==> src/rtl/shift_alu_sequencer.sv <==
// shift_alu_sequencer: Moore control sequencer (fetch T0-T3, decode/execute T4-T6) for a shift/ALU datapath
// Ports:
//   clock, clear (async active-low reset), run (start/continue), mem_ready (memory read complete)
//   ir[31:0]: opcode [31:27], Ra [26:23], Rb [22:19], Rc [18:15]
//   PCout..Yin: datapath strobes; R_in/R_out: one-hot register enables; alu_op: ALU opcode
//   done/illegal: one-cycle retire/skip pulses; halted: high while in HALT
module shift_alu_sequencer (
    input  logic        clock,
    input  logic        clear,
    input  logic        run,
    input  logic        mem_ready,
    input  logic [31:0] ir,
    output logic        PCout,
    output logic        IncPC,
    output logic        MARin,
    output logic        Zin,
    output logic        Zlo_out,
    output logic        PCin,
    output logic        Read,
    output logic        MDRin,
    output logic        MDRout,
    output logic        IRin,
    output logic        Yin,
    output logic [15:0] R_in,
    output logic [15:0] R_out,
    output logic [4:0]  alu_op,
    output logic        done,
    output logic        illegal,
    output logic        halted
);
    typedef enum logic [3:0] {IDLE, T0, T1, T2, T3, T4, T5, T6, HALT} state_t;
    state_t state, nxt;
    logic [4:0] op;
    logic legal, halt_op, unused_ir;
    assign op        = ir[31:27];
    assign legal     = op <= 5'd8;
    assign halt_op   = op == 5'd27;
    assign unused_ir = ^ir[14:0];
    always_comb begin
        nxt = IDLE;
        case (state)
            IDLE:    nxt = run ? T0 : IDLE;
            T0:      nxt = T1;
            T1:      nxt = T2;
            T2:      nxt = mem_ready ? T3 : T2;
            T3:      nxt = T4;
            T4:      nxt = legal ? T5 : halt_op ? HALT : run ? T0 : IDLE;
            T5:      nxt = T6;
            T6:      nxt = run ? T0 : IDLE;
            HALT:    nxt = HALT;
            default: nxt = IDLE;
        endcase
    end
    // Outputs are decoded from the next state so they line up with the state they belong to.
    always_ff @(posedge clock or negedge clear) begin
        if (!clear) begin
            state   <= IDLE;
            PCout   <= 1'b0;
            IncPC   <= 1'b0;
            MARin   <= 1'b0;
            Zin     <= 1'b0;
            Zlo_out <= 1'b0;
            PCin    <= 1'b0;
            Read    <= 1'b0;
            MDRin   <= 1'b0;
            MDRout  <= 1'b0;
            IRin    <= 1'b0;
            Yin     <= 1'b0;
            R_in    <= '0;
            R_out   <= '0;
            alu_op  <= '0;
            done    <= 1'b0;
            illegal <= 1'b0;
            halted  <= 1'b0;
        end else begin
            state   <= nxt;
            PCout   <= 1'b0;
            IncPC   <= 1'b0;
            MARin   <= 1'b0;
            Zin     <= 1'b0;
            Zlo_out <= 1'b0;
            PCin    <= 1'b0;
            Read    <= 1'b0;
            MDRin   <= 1'b0;
            MDRout  <= 1'b0;
            IRin    <= 1'b0;
            Yin     <= 1'b0;
            R_in    <= '0;
            R_out   <= '0;
            done    <= 1'b0;
            illegal <= 1'b0;
            halted  <= 1'b0;
            case (nxt)
                T0: begin
                    PCout <= 1'b1;
                    MARin <= 1'b1;
                    IncPC <= 1'b1;
                    Zin   <= 1'b1;
                end
                T1: begin
                    Zlo_out <= 1'b1;
                    PCin    <= 1'b1;
                end
                T2: begin
                    Read  <= 1'b1;
                    MDRin <= 1'b1;
                end
                T3: begin
                    MDRout <= 1'b1;
                    IRin   <= 1'b1;
                end
                // The halt opcode enters T4 with every strobe low.
                T4: begin
                    R_out   <= legal ? 16'd1 << ir[22:19] : 16'd0;
                    Yin     <= legal;
                    illegal <= !legal && !halt_op;
                end
                T5: begin
                    R_out  <= 16'd1 << ir[18:15];
                    Zin    <= 1'b1;
                    alu_op <= op;
                end
                // R0 is never written; the instruction still retires.
                T6: begin
                    Zlo_out <= 1'b1;
                    R_in    <= (ir[26:23] == 4'd0) ? 16'd0 : 16'd1 << ir[26:23];
                    done    <= 1'b1;
                end
                HALT:    halted <= 1'b1;
                default: ;
            endcase
        end
    end
endmodule

==> config.mk <==
export PLATFORM = sky130hd
export DESIGN_NAME = shift_alu_sequencer
export DESIGN_NICKNAME = d
export VERILOG_FILES = /design/src/rtl/shift_alu_sequencer.sv
export SDC_FILE = /design/constraint.sdc
export NUM_CORES = 1
export LEC_CHECK = 0
export CAP_MARGIN = 10
export CORE_MARGIN = 8
export CORE_UTILIZATION = 45
export DETAILED_ROUTE_END_ITERATION = 8
export PLACE_DENSITY = 0.87
export REMOVE_ABC_BUFFERS = 1
export SKIP_LAST_GASP = 1
export SLEW_MARGIN = 0
export SYNTH_ARGS = -nofsm -noshare
export SYNTH_HDL_FRONTEND = slang
export SYNTH_SLANG_ARGS = --single-unit
==> constraint.sdc <==
create_clock -name clock -period 4.1 [get_ports clock]
set_input_delay 0.615 -clock clock [delete_from_list [all_inputs] [get_ports clock]]
set_output_delay 0.615 -clock clock [all_outputs]
set_load 0.03 [all_outputs]
# Yosys cells after proc, flatten, opt, wreduce, memory -nomap -nowiden
# Cells that the tools add are included.
[totals]
regBits = 51
inputBits = 36
out_inout_bits = 51
wordCells = 62
[classes]
n_lt_le_gt_ge = 1
eq_ne = 17
shifts = 3
mux = 19
reduce_logical = 8
[op_table]
columns = ["cell", "count"]
rows = [
  ["16-bit 2-to-1 mux", 3],
  ["1-bit by 4-bit left shift with 16-bit output, first input constant", 3],
  ["4-bit by 3-bit == test with 1-bit output, second input constant", 8],
  ["16-bit case mux with 2 select lines", 1],
  ["4-bit case mux with 8 select lines", 1],
  ["4-bit by 2-bit == test with 1-bit output, second input constant", 4],
  ["1-bit 2-to-1 mux", 11],
  ["4-bit by 1-bit == test with 1-bit output, second input constant", 2],
  ["4-bit == test, second input constant", 2],
  ["4-bit logical NOT", 2],
  ["4-bit 2-to-1 mux", 2],
  ["2-bit OR reduction", 3],
  ["5-bit == test, second input constant", 1],
  ["5-bit by 4-bit less-or-equal comparator with 1-bit output, second input constant", 1],
  ["3-bit 2-to-1 mux", 1],
  ["1-bit logical NOT", 2],
  ["1-bit logical AND", 1],
]

# Longest topological paths before layout
# Gate-level depths: netlist (run 1).
[depth]
word_depth = 7
ltp_mapped = 5
mapped_depth_nobuf = 4

# Least setup slack after synthesis (run 1)
# OpenSTA, ideal clock, no wires.
[synth_timing]
path_kind = "input to register"
from = "in ir[27]"
to = "reg R_out[0]"
arrival_time_ns = 2.034
required_time_ns = 4.017
path_slack_ns = 1.984
path_stages = 4
path_buffers = 0
cell_sequence = "o31a_4 -> nor4_4 -> or3b_1 -> o22ai_1"
[synth_between]
elab_chain_len = 6
elab_cells_between_ends = 9
classes_between = "order compare (1); eq/ne (3); mux (5)"
[synth_rtl]
columns = ["item", "line_no", "rtl"]
rows = [
  ["start, declared", "12", "input logic [31:0] ir,"],
  ["branches (longest 5 deep; another with 5-bit by 4-bit less-or-equal comparator with 1-bit output)", "n/a", ""],
  ["16-bit case mux with 2 select lines *", "93", "case (nxt)"],
  ["end signal, assigned", "114", "R_out <= legal ? 16'd1 << ir[22:19] : 16'd0;"],
  ["end signal, assigned", "119", "R_out <= 16'd1 << ir[18:15];"],
  ["end, declared", "25", "output logic [15:0] R_out,"],
]
# Mark *: on every way between the ends.
# A chain may end at the register's enable or synchronous reset.

# Worst setup path after layout (run 1)
# Ends and elaborated chain as after synthesis.

==> results of run 1 <==
-- cells in the final DEF (no fill, tap or decap), drive strengths merged --
cell	count
and4b	1
o21ba	1
o31ai	2
o22ai	18
nand4	1
or2	4
nor3b	4
dfrtp	51
buf	2
and2b	1
nor2	17
o211ai	2
nand2	4
or3b	3
nand4b	1
clkbuf	6
conb	1
o32a	1
nand3b	6
clkinv	1
nand2b	8
clkinvlp	1
o21a	1
clkdlybuf4s50	70
mux2	4
a21oi	2
nand3	4
o31a	1
nor3	7
inv	2
nor2b	3
nor4	2
-- per-stage QoR --
step / hold WS (ns) / worst slack [ns] / area, um2 / util (%)
2_1_floorplan: 0.319 / 1.98 / 1940 / -
3_3_place_gp: 0.488 / 1.30 / 2710 / 62.8
3_5_place_dp: 0.489 / 1.27 / 2710 / 62.8
4_1_cts: 0.512 / 1.59 / 2800 / 64.7
5_1_grt: 0.165 / 1.45 / 2820 / 65.2
6_report: 0.158 / 1.60 / 2820 / 65.2
-- sequential cells by signal, summed over array words and instances (netlist names) --
| register | cells |
|---|---|
| R_out | 16 |
| alu_op | 5 |
| Yin | 1 |
| illegal | 1 |
| Zlo_out | 1 |
| MDRin | 1 |
| IRin | 1 |
| halted | 1 |
| Zin | 1 |
| PCin | 1 |
| R_in | 16 |
| MARin | 1 |
| done | 1 |
| state | 4 |
-- worst max path at each step --
stage	cells past startpoint	to	startpoint
after global routing	5	R_out[5]	ir[27]
after CTS	5	R_out[0]	ir[27]
after detailed placement	5	R_out[0]	ir[27]
after global placement	5	R_out[5]	ir[27]
final	5	R_out[0]	ir[27]
after floorplan	4	R_out[0]	ir[27]
-- routing by layer --
metal	global-route usage, %	vias to the layer above
met3	3.46	7
met2	24.1	53
met1	16.1	746
met5	0	-
met4	5.34	0
li1	-	712
-- power groups by stage --
stage / Combinational, mW / Sequential, mW / Clock [mW]
after floorplan: 0.150 / 0.747 / 0
after global placement: 0.454 / 0.631 / 0
after detailed placement: 0.462 / 0.635 / 0
after CTS: 0.463 / 0.624 / 0.288
after global routing: 0.495 / 0.639 / 0.307
final: 0.460 / 0.625 / 0.281
-- kinds of logic (layout without fill, tap and decap cells) --
family / after synthesis / after routing
AO/OA/AOI/OAI: 28 / 28
multiplexers: 4 / 4
other: 1 / 1
buffers and inverters: 10 / 82
flip-flops: 51 / 51
AND/OR/NAND/NOR: 66 / 66
-- area by class of cell --
| class | instances | area [um2] |
|---|---|---|
| Fill cell | 348 | 1510 |
| Sequential cell | 51 | 1280 |
| Timing Repair Buffer | 72 | 726 |
| Multi-Input combinational cell | 99 | 659 |
| Clock buffer | 6 | 72.6 |
| Tap cell | 52 | 65.1 |
| Clock inverter | 2 | 12.5 |
| Inverter | 2 | 7.51 |
==> metrics.csv, run 1 <==
metric,value,unit
status,finished clean,
layout.nets,267,
yosysTopAreaCell,dfrtp_1,
cts_resized,0,
ios,87,
routed_wl,4550,um
p_leak,1.18,nW
cp_num_buf_inv,1,
rsz0062_at_grt,false,
synth-simple-area-share,20.7,%
yosysSeqAreaShare,63.9,%
synthMostInstantiatedCell,dfrtp_1,
final_max_slew_viol_count,0,
cts_root_buf,clkbuf_8,
maxCapViolCount,0,
vias_per_cell,5.35,
rows,24,
p_int,0.888,mW
r2r_slack,2.06,ns
yosysWarningCount,0,
cts.clk_slew.worst_paths,0.09,ns
die_w,82.6,um
fin_total_pwr,1.37,mW
avgSynthCellArea,12.5,um2
htreeDepth,2,
antenna_cells,0,
syn2layout_area_growth,41.3,%
grt_start_max_net_pins,52,
crit_arrival,2.72,ns
crit_chain,"clkdlybuf4s50_1, o31a_4, nor4_4, or3b_1, o22ai_1",
ant_nets,0,
synth_ff_type,dfrtp_1,
startpoint_type,input pin,
ys_top_cells_by_area,"dfrtp_1, o22ai_1, nor2_1, mux2_2, nand3b_1",
final-hold-violation-count,0,
peakVddDrop,0.000320,V
finalSetupViolCount,0,
grt_pass1_wl,7260,um
routedWlPerCell,16.0,um
holdBufCountCts,0,
initial_utilization,46.2,%
synth_edf_count,0,
antenna_found_initial,0,
synthAdderAreaFrac,0,%
fin_skew,0.00550,ns
vias,1518,
synth-xor-area-share,0,%
core,4320,um2
p_switching,0.478,mW
muxShareOfSynthArea,2.26,%
clock_sinks,51,
drive_above_1_share,10.8,%
clk_latency,0.30,ns
io_buffers,71,
cpLargestDelayFamily,simple AND/OR/NAND/NOR gates,
clockPowerShare,20.6,%
gr-usage-all-layers,13.9,%
place.gp.congestion,0.851,
timing.rr.end,R_in[4],
wl_met1,1830,um
finalNonFillerCells,284,
dieHeight,82.6,um
synth_top_area_share,63.9,%
cts_tree,yes,
worstMarginPinSlew,0.678,ns
cpPeakStageDelay,0.55,ns
drc,0,
grt_pass1_vias,1512,
maxUsedRoutingLayer,met4,
drt_iter0_drc,87,
worst_setup_path_end_kind,flip-flop,
hpwl,3450,um
period_needed,2.50,ns
finalSetupTns,0,ns
seqPwrFrac,45.7,%
synth_top_family_by_area,simple AND/OR/NAND/NOR gates,
cts_buffer_depth,2,
syn_area,2000,um2
grt_overflow,0,
postSynthCellCount,160,
wl_met3,348,um
required,4.32,ns
clock.fmax,400,MHz
period_share,61.0,%
post_cts_buffers,0,
dp_cells,275,
ff2ff_path_depth,4,
numCtsBuffers,5,
drt_pass1_iterations,4,
powerDensity,484,nW/um2
combPwrFrac,33.7,%
switching_share,35.0,%
cpMaxStageDelayCell,nor4_4,
die-area,6820,um2
path_class,in2reg,
holdCritPathClass,in2async,
route.met2.wl,2310,um
r2r-start,state[2],
synth-seq-cells,51,
crit_fanout,10,
relSlewSlack,54.7,%
yosysUniqueCellTypes,32,
synthArstFlopShare,100,%
synth_commonest_cells,"dfrtp_1, o22ai_1, nor2_1",
synth_compound_area_share,9.91,%
Power figures use the tool's default switching activity.
==> inputs of run 2 (changes only) <==
- CORE_UTILIZATION: 45 -> 41
- PLACE_DENSITY: 0.87 -> 0.8
- clock period: 4.1 -> 2.5 ns (I/O delays scaled with it)
==> metrics.csv, run 2 (synthesis gave the netlist of run 1 again) <==
metric,value,unit
final_max_slew_viol_count,0,
maxCapViolCount,0,
cts_root_buf,clkbuf_8,
grt_pass1_wl,7220,um
dp_cells,295,
drt_iter0_drc,54,
largest_registers,"R_in x16, R_out x16, alu_op x5",
vias,1477,
combPwrFrac,32.5,%
routedWlPerCell,14.8,um
layout.nets,271,
layout_commonest_cell,clkdlybuf4s50_1,
cts.clk_slew.worst_paths,0.09,ns
die_w,85.8,um
numCtsBuffers,5,
dieHeight,85.8,um
p_leak,1.20,nW
finalSetupViolCount,0,
initial_utilization,42.3,%
period_needed,2.02,ns
syn2layout_area_growth,44.1,%
hpwl,3490,um
relSlewSlack,59.6,%
cts_tree,yes,
grt_pass1_vias,1465,
seqPwrFrac,44.1,%
drc,0,
place.gp.congestion,0.900,
grt_start_max_net_pins,30,
clk_latency,0.29,ns
antenna_found_initial,0,
rows,25,
vias_per_cell,4.89,
p_switching,0.774,mW
worstMarginPinSlew,0.606,ns
period_share,80.8,%
ios,87,
worst_setup_path_end_kind,flip-flop,
antenna_cells,0,
rsz0062_at_grt,false,
cts_buffer_depth,2,
maxUsedRoutingLayer,met4,
crit_arrival,2.23,ns
wl_met3,259,um
powerDensity,810,nW/um2
die-area,7360,um2
p_int,1.56,mW
drive_above_1_share,12.3,%
final_core_util,60.9,%
crit_fanout,5,
cts_resized,0,
ant_nets,0,
path_class,in2reg,
clock.fmax,495,MHz
status,finished clean,
core,4720,um2
io_buffers,71,
switching_share,33.2,%
clockPowerShare,23.4,%
peakVddDrop,0.000426,V
grt_overflow,0,
htreeDepth,2,
clock_sinks,51,
gr-usage-all-layers,12.5,%
finalSetupTns,0,ns
layout_common_cells,"clkdlybuf4s50_1, dfrtp_1, o22ai_1",
fin_skew,0.00259,ns
final-hold-violation-count,0,
routed_wl,4460,um
holdCritPathClass,in2async,
wl_met1,1980,um
startpoint_type,input pin,
post_cts_buffers,0,
required,2.71,ns
drt_pass1_iterations,6,
holdBufCountCts,0,
fin_hold_ws,0.0868,ns
finalNonFillerCells,302,
fin_total_pwr,2.33,mW
route.met2.wl,2200,um
run 2: cell types whose count changed in the layout (fill, tap and decap cells not counted):
| cell | before | now |
|---|---|---|
| clkinv_2 | 1 | 0 |
| buf_12 | 1 | 0 |
| bufinv_16 | 0 | 1 |
| buf_4 | 0 | 5 |
| clkbuf_1 | 1 | 0 |
run 2: final timing paths:
| kind | from | end | slack, ns | cells past startpoint |
|---|---|---|---|---|
| worst max-delay path | ir[27] | R_out[8] | 0.48 | 5 |
| worst min-delay path | clear | R_out[15] | 0.09 | 1 |
| worst max register to register | state[0] | R_out[8] | 0.62 | 4 |
| worst min register to register | alu_op[4] | alu_op[4] | 0.51 | 1 |
| max in group asynchronous | clear | alu_op[4] | 1.80 | 2 |
| min in group clock | alu_op[4] | alu_op[4] | 0.51 | 1 |
run 2: metrics by stage:
step                      worst slack, ns  instance area (um2)
final                               0.479                 2880
after global routing                0.417                 2880
after CTS                           0.482                 2880
after detailed placement            0.163                 2770
after global placement              0.194                 2770
after floorplan                     0.624                 1940
run 2: layout make-up:
cell class,instances,area [um2]
flip-flops and latches,51,1280
well taps,67,83.8
clock buffers,5,68.8
repair buffers,76,743
multi-input cells,99,659
fillers,365,1850
clock inverters,2,37.5
inverters,2,7.51
run 2: power groups by stage:
| stage | clock [mW] | sequential [mW] | combinational (mW) |
|---|---|---|---|
| 6_report | 0.545 | 1.03 | 0.758 |
| 3_3_place_gp | 0 | 1.03 | 0.758 |
| 2_1_floorplan | 0 | 1.23 | 0.246 |
| 3_5_place_dp | 0 | 1.04 | 0.768 |
| 4_1_cts | 0.560 | 1.03 | 0.769 |
| 5_1_grt | 0.594 | 1.04 | 0.811 |
run 2: worst max-delay path: stages:
cell and delay (ns):
clkdlybuf4s50_1 0.45, o31a_4 0.41, nor4_4 0.28, or3b_2 0.53, o22ai_1 0.19
run 2: routing by layer:
metal	up-vias	GRT usage, %
li1	721	-
met1	704	14.4
met5	-	0
met3	2	3.63
met2	50	21.9
met4	0	3.34
==> variant 1 (settings of run 2) <==
Encoding of `state_t`: now Gray code (4 bits for 9 states).
--- a/src/rtl/shift_alu_sequencer.sv
+++ b/src/rtl/shift_alu_sequencer.sv
@@ -30,3 +30,3 @@
 );
-    typedef enum logic [3:0] {IDLE, T0, T1, T2, T3, T4, T5, T6, HALT} state_t;
+    typedef enum logic [3:0] {IDLE = 4'b0000, T0 = 4'b0001, T1 = 4'b0011, T2 = 4'b0010, T3 = 4'b0110, T4 = 4'b0111, T5 = 4'b0101, T6 = 4'b0100, HALT = 4'b1100} state_t;
     state_t state, nxt;
Behaviour: no difference found for any inputs over 10 cycles, from zero or initial values; not proved beyond that.
==> variant 1 against run 2 <==
Clock power decreased by 17%. Final area decreased by 2.8%. Area after synthesis decreased by 1.3%. Core utilization decreased by 1.3 points. Worst setup slack improved by 0.081 ns. Sequential cell count unchanged. Count of clock-buffer cells in the layout unchanged. Power decreased by 6.8%. Synthesized cell count decreased by 1.3%. Die area decreased by 1.0%. Wire length decreased by 4.9%.
==> variant 1: results (changes against run 2) <==
run status finished clean (unchanged); LEAKAGE 1.23 nW (was 1.20 nW); pre-CTS setup slack 0.223 ns (was 0.163 ns); wl on met1 1.69 mm (was 1.98 mm); minimum clock period 1.94 ns (was 2.02 ns); final hold slack 0.0550 ns (was 0.0868 ns); met3 Resource Use GR 0.0463 (was 0.0363); most frequent cells after synthesis 51 x dfrtp_1, 19 x nor2_1, 16 x o22ai_1 (was 51 x dfrtp_1, 18 x o22ai_1, 17 x nor2_1); via count 1466 (was 1477); worst slew pin tran 0.507 ns (was 0.606 ns); met1 Track Usage GR 0.126 (was 0.144); Post-Place Cells 278 (was 295); Global Route Usage Sum 0.121 (was 0.125); R2R Path Start state[3] (was state[0]); layout cells sized above 1 0.103 (was 0.123); met2 WL 2.12 mm (was 2.20 mm); syn_area_per_cell 12.5 sq um (about the same); Placer Congestion 0.838 (was 0.900); first-pass GRT wire length 6.93 mm (was 7.22 mm); Internal Power 1.44 mW (was 1.56 mW); Routed met3 length 381 um (was 259 um); Final #Nets 267 (was 271); Chip Width 85.3 um (was 85.8 um); combinational cell power 0.709 mW (was 0.758 mW); Worst VDD drop 0.000482 V (was 0.000426 V); CP Max Fanout 10 (was 5); initial DRC count 39 (was 54); WP data arrival 2.15 ns (was 2.23 ns); share of the yosys chip area belonging to registers 0.648 (was 0.639); Hold Path Class in -> async (unchanged); vias per inst 5.13 (was 4.89); Area contributors post-synth dfrtp_1 65%, o22ai_1 5.1%, nor2_1 3.6%, mux2_2 2.3%, buf_4 1.9% (was dfrtp_1 64%, o22ai_1 5.6%, nor2_1 3.2%, mux2_2 2.3%, nand3b_1 2.3%); Clock Skews 0.00343 ns (was 0.00259 ns); crit-path max cell delay 0.47 ns (was 0.53 ns); Logic pwr share 0.326 (was 0.325); drt pass-1 iters 4 (was 6); detail-routed net length per standard cell 14.8 um (about the same); Placement Cell Area 2710 sq um (was 2770 sq um); detailed placement HPWL 3.40 mm (was 3.49 mm); Synth cell types 39 (was 32)
variant 1: changes by cell type in the layout (fill, tap and decap cells not counted), sizes merged, moves of 2 or more:
| cell | run 2 | this run |
|---|---|---|
| inv | 2 | 4 |
| o31ai | 2 | 0 |
| or3b | 3 | 1 |
| buf | 6 | 4 |
| o22ai | 18 | 16 |
| nor2b | 3 | 1 |
| o211ai | 2 | 0 |
| clkinv | 0 | 2 |
| nor4 | 2 | 0 |
| and2 | 0 | 2 |
| nand2 | 4 | 6 |
| nor2 | 17 | 19 |
variant 1: cell type report:
cell class	count	area (sq um)
Timing Repair Buffer	74	728
Multi-Input combinational cell	96	626
Sequential cell	51	1280
Fill cell	395	1900
Tap cell	54	67.6
Clock buffer	5	68.8
Inverter	3	11.3
Clock inverter	3	18.8
variant 1: cells by family after synthesis:
family                 after synthesis  share of synthesized area
DFF                                 51                      0.648
and+or+nand+nor                     65                      0.199
muxes                                5                     0.0279
buffers and inverters               11                     0.0349
other                                1                    0.00190
AOI/OAI and AO/OA                   25                     0.0889
